[src/rtl/fetch_queue.sv]
// fetch_queue: prefetching instruction fetch unit.
// It streams sequential instructions from a synchronous instruction memory with 1-cycle latency
// into a DEPTH-entry FIFO and hands them to decode over a valid/ready handshake.
// The fetch issue rate is limited by a credit check: queue occupancy plus the in-flight request.
// A redirect flushes the queue, squashes any in-flight response and restarts fetch at a new PC.
module fetch_queue #(
  parameter int                ADDR_W   = 12,
  parameter int                INSTR_W  = 16,
  parameter int                DEPTH    = 4,
  parameter logic [ADDR_W-1:0] RESET_PC = '0
) (
  input  logic                       clk,
  input  logic                       reset_n,
  output logic                       imem_req,
  output logic [ADDR_W-1:0]          imem_addr,
  input  logic [INSTR_W-1:0]         imem_rdata,
  input  logic                       redirect,
  input  logic [ADDR_W-1:0]          redirect_pc,
  output logic                       instr_valid,
  input  logic                       instr_ready,
  output logic [INSTR_W-1:0]         instr,
  output logic [ADDR_W-1:0]          instr_pc,
  output logic [$clog2(DEPTH+1)-1:0] fq_count
);

  localparam int CW = $clog2(DEPTH + 1);
  localparam int PW = (DEPTH > 1) ? $clog2(DEPTH) : 1;

  logic [ADDR_W-1:0]  fetch_pc;
  logic [ADDR_W-1:0]  inflight_pc;
  logic               inflight;
  logic [PW-1:0]      head;
  logic [PW-1:0]      tail;
  logic [CW-1:0]      count;
  logic [CW:0]        occupancy;
  logic               push;
  logic               pop;

  logic [INSTR_W-1:0] q_instr [DEPTH];
  logic [ADDR_W-1:0]  q_pc    [DEPTH];

  function automatic logic [PW-1:0] ptr_next(input logic [PW-1:0] p);
    return (p == PW'(DEPTH - 1)) ? '0 : p + 1'b1;
  endfunction

  // A pop in the same cycle is deliberately not counted as credit. This keeps imem_req off the
  // consumer's ready path.
  assign occupancy = {1'b0, count} + (CW+1)'(inflight);
  assign imem_req  = reset_n & ~redirect & (occupancy < (CW+1)'(DEPTH));
  assign imem_addr = fetch_pc;

  // A redirect squashes the response arriving this cycle and blocks the pop.
  assign push = inflight & ~redirect;
  assign pop  = (count != '0) & instr_ready & ~redirect;

  assign instr_valid = (count != '0);
  assign fq_count    = count;
  // The head is gated so that the outputs read zero whenever the queue is empty.
  assign instr       = instr_valid ? q_instr[head] : '0;
  assign instr_pc    = instr_valid ? q_pc[head]    : '0;

  // Fetch PC, in-flight tracking, queue pointers and occupancy.
  always_ff @(posedge clk or negedge reset_n) begin
    if (!reset_n) begin
      fetch_pc    <= RESET_PC;
      inflight    <= 1'b0;
      inflight_pc <= '0;
      head        <= '0;
      tail        <= '0;
      count       <= '0;
    end else if (redirect) begin
      fetch_pc <= redirect_pc;
      inflight <= 1'b0;
      head     <= '0;
      tail     <= '0;
      count    <= '0;
    end else begin
      inflight <= imem_req;
      if (imem_req) begin
        inflight_pc <= fetch_pc;
        fetch_pc    <= fetch_pc + 1'b1;
      end
      if (push) tail <= ptr_next(tail);
      if (pop)  head <= ptr_next(head);
      case ({push, pop})
        2'b10:   count <= count + 1'b1;
        2'b01:   count <= count - 1'b1;
        default: count <= count;
      endcase
    end
  end

  // Queue storage. Occupancy and the output gating make a reset of the storage unnecessary.
  always_ff @(posedge clk) begin
    if (push) begin
      q_instr[tail] <= imem_rdata;
      q_pc[tail]    <= inflight_pc;
    end
  end

endmodule

[config.mk]
export PLATFORM = sky130hd
export DESIGN_NAME = fetch_queue
export DESIGN_NICKNAME = d
export VERILOG_FILES = /design/src/rtl/fetch_queue.sv
export SDC_FILE = /design/constraint.sdc
export NUM_CORES = 1
export LEC_CHECK = 0
export ABC_AREA = 1
export ABC_CLOCK_PERIOD_IN_PS = 2900
export BUFFER_PORTS_ARGS = -buffer_cell sky130_fd_sc_hd__buf_2
export CAP_MARGIN = 20
export CORE_AREA = 2 2 120 122
export CTS_BUF_LIST = sky130_fd_sc_hd__clkbuf_16
export DETAILED_ROUTE_END_ITERATION = 8
export DIE_AREA = 0 0 122 124
export PLACE_DENSITY = 0.74
export SLEW_MARGIN = 20
export SYNTH_ARGS = -nofsm -noshare
export SYNTH_HDL_FRONTEND = slang
export SYNTH_SLANG_ARGS = --single-unit
[constraint.sdc]
create_clock -name clk -period 2.9 [get_ports clk]
set_input_delay 0.58 -clock clk [delete_from_list [all_inputs] [get_ports clk]]
set_output_delay 0.58 -clock clk [all_outputs]
set_load 0.05 [all_outputs]
Yosys cells after proc, flatten, opt, wreduce, memory -nomap -nowiden --
Memory sizes are Yosys's and may differ from the RTL's. Index checks and enable logic that the tools add are counted.
Cells by class: add/subtract/negate cells 6, multiply operators 0, divide/modulo/power cells 0, order comparisons 1, equality and inequality tests 4, shift operators 0, muxes and demuxes 15, bitwise logic cells 6, reduce and logical (&&, ||, !) cells 6
Operators by type and width (number):
- $mux W12 | 3
- $mux W16 | 1
- $add A12 B1 Y12 const B | 1
- $mux W2 | 6
- $eq A2 B2 Y1 const B | 3
- $pmux W3 S2 | 1
- $reduce_bool A2 Y1 | 3
- $reduce_bool A3 Y1 | 2
- $and A1 B1 Y1 | 5
- $add A2 B1 Y2 const B | 2
- $add A3 B1 Y4 | 1
- $lt A4 B3 Y1 const B | 1
- $add A3 B1 Y3 const B | 1
- $mux W1 | 3
- $mux W3 | 1
- $sub A3 B1 Y3 const B | 1
- $eq A2 B1 Y1 const B | 1
- $reduce_and A2 Y1 | 1
- $not A1 Y1 | 1
Storage, ports and cells: bits in registers 32, latch bits 0, bits in writable memories 112, memory bits (read-only) 0, input port bits 32, output and inout bits 45, logic and storage cells 46, memories kept 2
Memories:
- q_instr | depth 4, bits a word 16, read ports 1, clocked after memory_dff 0, write ports 1, line 39 | logic [INSTR_W-1:0] q_instr [DEPTH];
- q_pc | depth 4, bits a word 12, read ports 1, clocked after memory_dff 0, write ports 1, line 40 | logic [ADDR_W-1:0] q_pc [DEPTH];

Depth between registers and ports, before layout --
depth in word-level cells 6, gate-level depth with buffers 11, gate-level depth less buffers 11

Worst setup path before layout --
OpenSTA, ideal clock, no wires.
kind register -> output, start reg count[0], in the netlist fq_count[0], end out instr[10], data arrival time 2.195 ns, data required time 2.320 ns, path slack 0.125 ns, stages on the path, launching flop included 6, path buffers 1, cell sequence dfrtp_1 > nor2_1 > nand2_2 > inv_2 > buf_2 > a21oi_1
Between the ends: longest elaborated chain between the ends 2
RTL lines:
- from (decl) | line 34 | logic [CW-1:0] count;
- from (signal assigned) | line 86 | 2'b10: count <= count + 1'b1;
- from (signal assigned) | line 87 | 2'b01: count <= count - 1'b1;
- from (signal assigned) | line 88 | default: count <= count;
- $reduce_bool A3 Y1 | line 56 | assign instr_valid = (count != '0);
- net instr_valid | line 19 | output logic instr_valid,
- $mux W16 | line 59 | assign instr = instr_valid ? q_instr[head] : '0;
- to (decl) | line 21 | output logic [INSTR_W-1:0] instr,
The timed path passes the listed nets, and every way through them passes these cells.

Final worst setup path --
start reg head[0], end out instr_pc[6]
Between the ends: longest elaborated chain between the ends 2
RTL lines:
- from (decl) | line 32 | logic [PW-1:0] head;
- from (signal assigned) | line 84 | if (pop) head <= ptr_next(head);
- $mem_v2 Z4 W12
- $mux W12 | line 60 | assign instr_pc = instr_valid ? q_pc[head] : '0;
- to (decl) | line 22 | output logic [ADDR_W-1:0] instr_pc,
Every way passes these cells.

==> results summary <==
The flow ran to the end, and the final reports show no timing, DRC or antenna violations. The horizontal die dimension is between 100 and 150 um. Power spread over the standard cell area amounts to 705 mW/mm2. The placed instance area is roughly 0.0067 mm2.

For this design the static power due to leakage is just under 0.003 uW. The maximum buffer depth of the clock tree came out at 2. TritonCTS built the clock tree. The count of final hold-check violations came to 0. The initial core utilization is 0.444. The share of the clock period used by the worst path came out at 0.937. The area of the die came out at between 0.015 and 0.02 mm2. The highest attainable clock frequency came out at roughly 370 MHz. The tightest min-delay check is of the input pin to async pin type. The async set or reset register ratio after synthesis is 0.222. The clock period minus worst slack came out at 2.72 ns. The first-pass GRT wire length came out at around 21 mm.

The total iterations of the first detailed-routing run came out at 5. In this run the tool buffered the top-level ports with 76 buffer cells. The detailed-route via count came out at about 4,300. The number of antenna diodes in the final layout is 0. The post-synthesis sequential element count is about 140.

In this run, synthesis inferred 112 flip-flops with an integrated enable. The final hold slack came out at between 0.2 and 0.25 ns. CTS built an H-tree with a depth of 4. The CTS sink count came out at ~140. The category of the most critical setup path is register to output port. The pin slew with the least headroom to its limit is roughly 0.55 ns. The number of global-route vias before repair is between 4,000 and 5,000. The number of clock buffers added by TritonCTS is 17. The number of design-rule violations left by the first detailed-router iteration is about 350. After detailed routing, the number of remaining DRC violations is 0. The primary flip-flop cell chosen by synthesis mapping is edfxtp_1. The number of nets in the layout came out at 680. The total standard cell area after synthesis came out at about 0.0061 mm2. Walking the worst path, the cells encountered are clkinv_2 -> buf_12 -> o21ai_0 -> a21oi_1 -> buf_2. The average detailed-routed wire length per instance came out at 15.4 um. The number of placed cells counting well taps came out at 803. The number of antenna violations at the first check in global routing is 0. The headroom to the max-slew limit is 0.634. The detailed-placement wirelength estimate is 8.27 mm. The highest ir drop seen on vdd came out at between 0.4 and 0.5 mV. The clock arrives with ~0.014 ns of skew. The sum of overflow across all layers after global routing is 0. Using the TritonRoute via totals, the vias-per-cell ratio works out to between 5 and 6. The critical path capture point type is an output port. The pin count of the biggest net entering global routing is 45.

The final cell area excluding filler cells came out at a little over 0.007 mm2. The count of buffers added by post-CTS timing repair for setup came out at 0. The max-slew violation count is 0. The layout has between 1,000 and 1,500 filler cells. Of the cells placed in the final design, the portion with a size suffix greater than 1 is 0.211.

The tree is rooted in a clkbuf_16. The core outline area is about 0.014 mm2. The length of routed met2 wiring is between 6 and 7 mm. The warning count from the yosys run came out at 0. The sequential share of the synthesized area is 0.683. Leaving out fill and tap cells, the most frequent cells in the layout are 130 x nor2_1, 112 x edfxtp_1, 76 x buf_2.

The longest individual stage delay on the worst path came out at between 0.6 and 0.7 ns. The slowest stage of the critical path is the dfrtp_4 cell. STA classifies the critical path startpoint as a register. STA puts the critical path data arrival time at between 2 and 2.5 ns.

Setup repair after global routing left no endpoint under its margin. In the global route stage, overall resource usage came out at 0.181. The top cell family by delay on the critical path is buffers and inverters. The final core area utilization came out at 0.529. The chip height came out at 124 um. For the worst setup path, the data required time is 2.32 ns. Of all nets on the critical path, the largest fanout is 44. For this design the top-level I/O count stands at 77. After detailed routing, no signal wire sits above met4. The final instance count without filler cells came out at approximately 840. When the netlist entered floorplanning its net count stood at ~600. The final weighted congestion of routability-driven global placement is between 0.8 and 0.9. The number of violations of the max-capacitance limit came out at 0. The buffer and inverter count on the worst path is 3.

The routed wire length is 12.9 mm. The CTS clock-pin slew for the worst setup and hold paths is roughly 0.060 ns. The total length of routed met3 wires came out at between 800 and 900 um. The mean cell area of the mapped netlist is around 11 um2. The post-route setup TNS came out at 0 ns. Setup violations remaining at the end of the flow were counted as 0. The area of the multi-input gates came out at 0.00164 mm2. Synthesis produced approximately 560 cells. The library cell used most frequently in the layout, excluding fill and tap cells, is nor2_1.

The area growth from synthesis to layout is 19.0%. The later-pin clock latency in the skew report came out at 0.42 ns. The count of unique library cells instantiated by Yosys came out at 28. The area taken by flip-flops and latches is about 0.0042 mm2. The remaining antenna violation count after routing came out at 0.

The row count came out at 43. The detailed-route wire length on metal 1 came out at around 5.3 mm.
[synth_stat cells, types with 2 or more instances]
library cell,number,share of area
a21oi_1,31,0.025
buf_1,2,0.0012
buf_2,10,0.0082
buf_6,6,0.011
clkbuf_1,5,0.0031
clkbuf_2,2,0.0016
dfrtp_1,32,0.13
edfxtp_1,112,0.55
ha_1,5,0.010
inv_1,32,0.020
inv_2,3,0.0018
nand2_1,73,0.045
nand2_2,2,0.0021
nand3_1,16,0.013
nand3_2,5,0.0082
nor2_1,134,0.083
nor2_2,2,0.0021
o211ai_1,2,0.0025
o211ai_2,2,0.0041
o21ai_0,47,0.039
o21ai_1,31,0.025
[worst paths after layout]
check	start	end	slack, ns	cells past startpoint
worst max register to register	fq_count[0]	fq_count[2]	1.08	11
min in group clk	imem_rdata[12]	q_instr[3][12]	0.38	1
worst max-delay path	head[0]	instr_pc[6]	0.18	5
worst min-delay path	reset_n	imem_addr[5]	0.23	2
max in group asynchronous	reset_n	head[0]	2.33	2
worst min register to register	inflight_pc[5]	q_pc[2][5]	0.53	0
[where the power goes]
| group | leakage [uW] | total [uW] | internal [uW] | switching, uW |
|---|---|---|---|---|
| clock | 0.000292 | 2160 | 1350 | 817 |
| combinational | 0.00126 | 528 | 132 | 396 |
| sequential | 0.00141 | 2420 | 2330 | 87.9 |
[state kept, by name (all words and copies together) (netlist names)]
register	cells
inflight	1
head	2
tail	2
imem_addr	12
q_pc	48
q_instr	64
inflight_pc	12
fq_count	3
[area by class of cell]
| type | count | share of cell area |
|---|---|---|
| sequential | 144 | 0.575 |
| multi-input combinational | 355 | 0.227 |
| timing repair buffer | 88 | 0.0666 |
| inverter | 36 | 0.0190 |
| clock buffer | 17 | 0.0587 |
| clock inverter | 15 | 0.0233 |
| tap | 180 | 0.0311 |
[stage by stage]
step | power, uW | setup slack, ns
after floorplan | 2820 | 0.125
after global placement | 2970 | 0.577
after detailed placement | 2990 | 0.580
after CTS | 5150 | 0.0986
after global routing | 5290 | 0.0700
final | 5110 | 0.182
[repair_timing]
action / CTS / global route
endpoints found under the setup margin: 0 / 2
resized for setup: 0 / 2
hold buffers: 0 / 0
hold endpoints to repair: 0 / 0
[cells by family (layout without fill, tap and decap cells)]
| kind of cell | count (synthesis) | count (layout) | synth area share |
|---|---|---|---|
| simple gates | 235 | 235 | 0.157 |
| flops | 144 | 144 | 0.683 |
| compound gates | 113 | 113 | 0.0961 |
| buf+inv | 62 | 156 | 0.0489 |
| fa+ha+maj | 6 | 6 | 0.0135 |
| xor+xnor | 1 | 1 | 0.00144 |
[per-layer routing]
metal	global-route usage	vias to the layer above
met5	0	-
met4	0.0726	0
met3	0.0545	19
met2	0.308	164
met1	0.216	2048
li1	-	2063
Power figures use the tool's default switching activity.
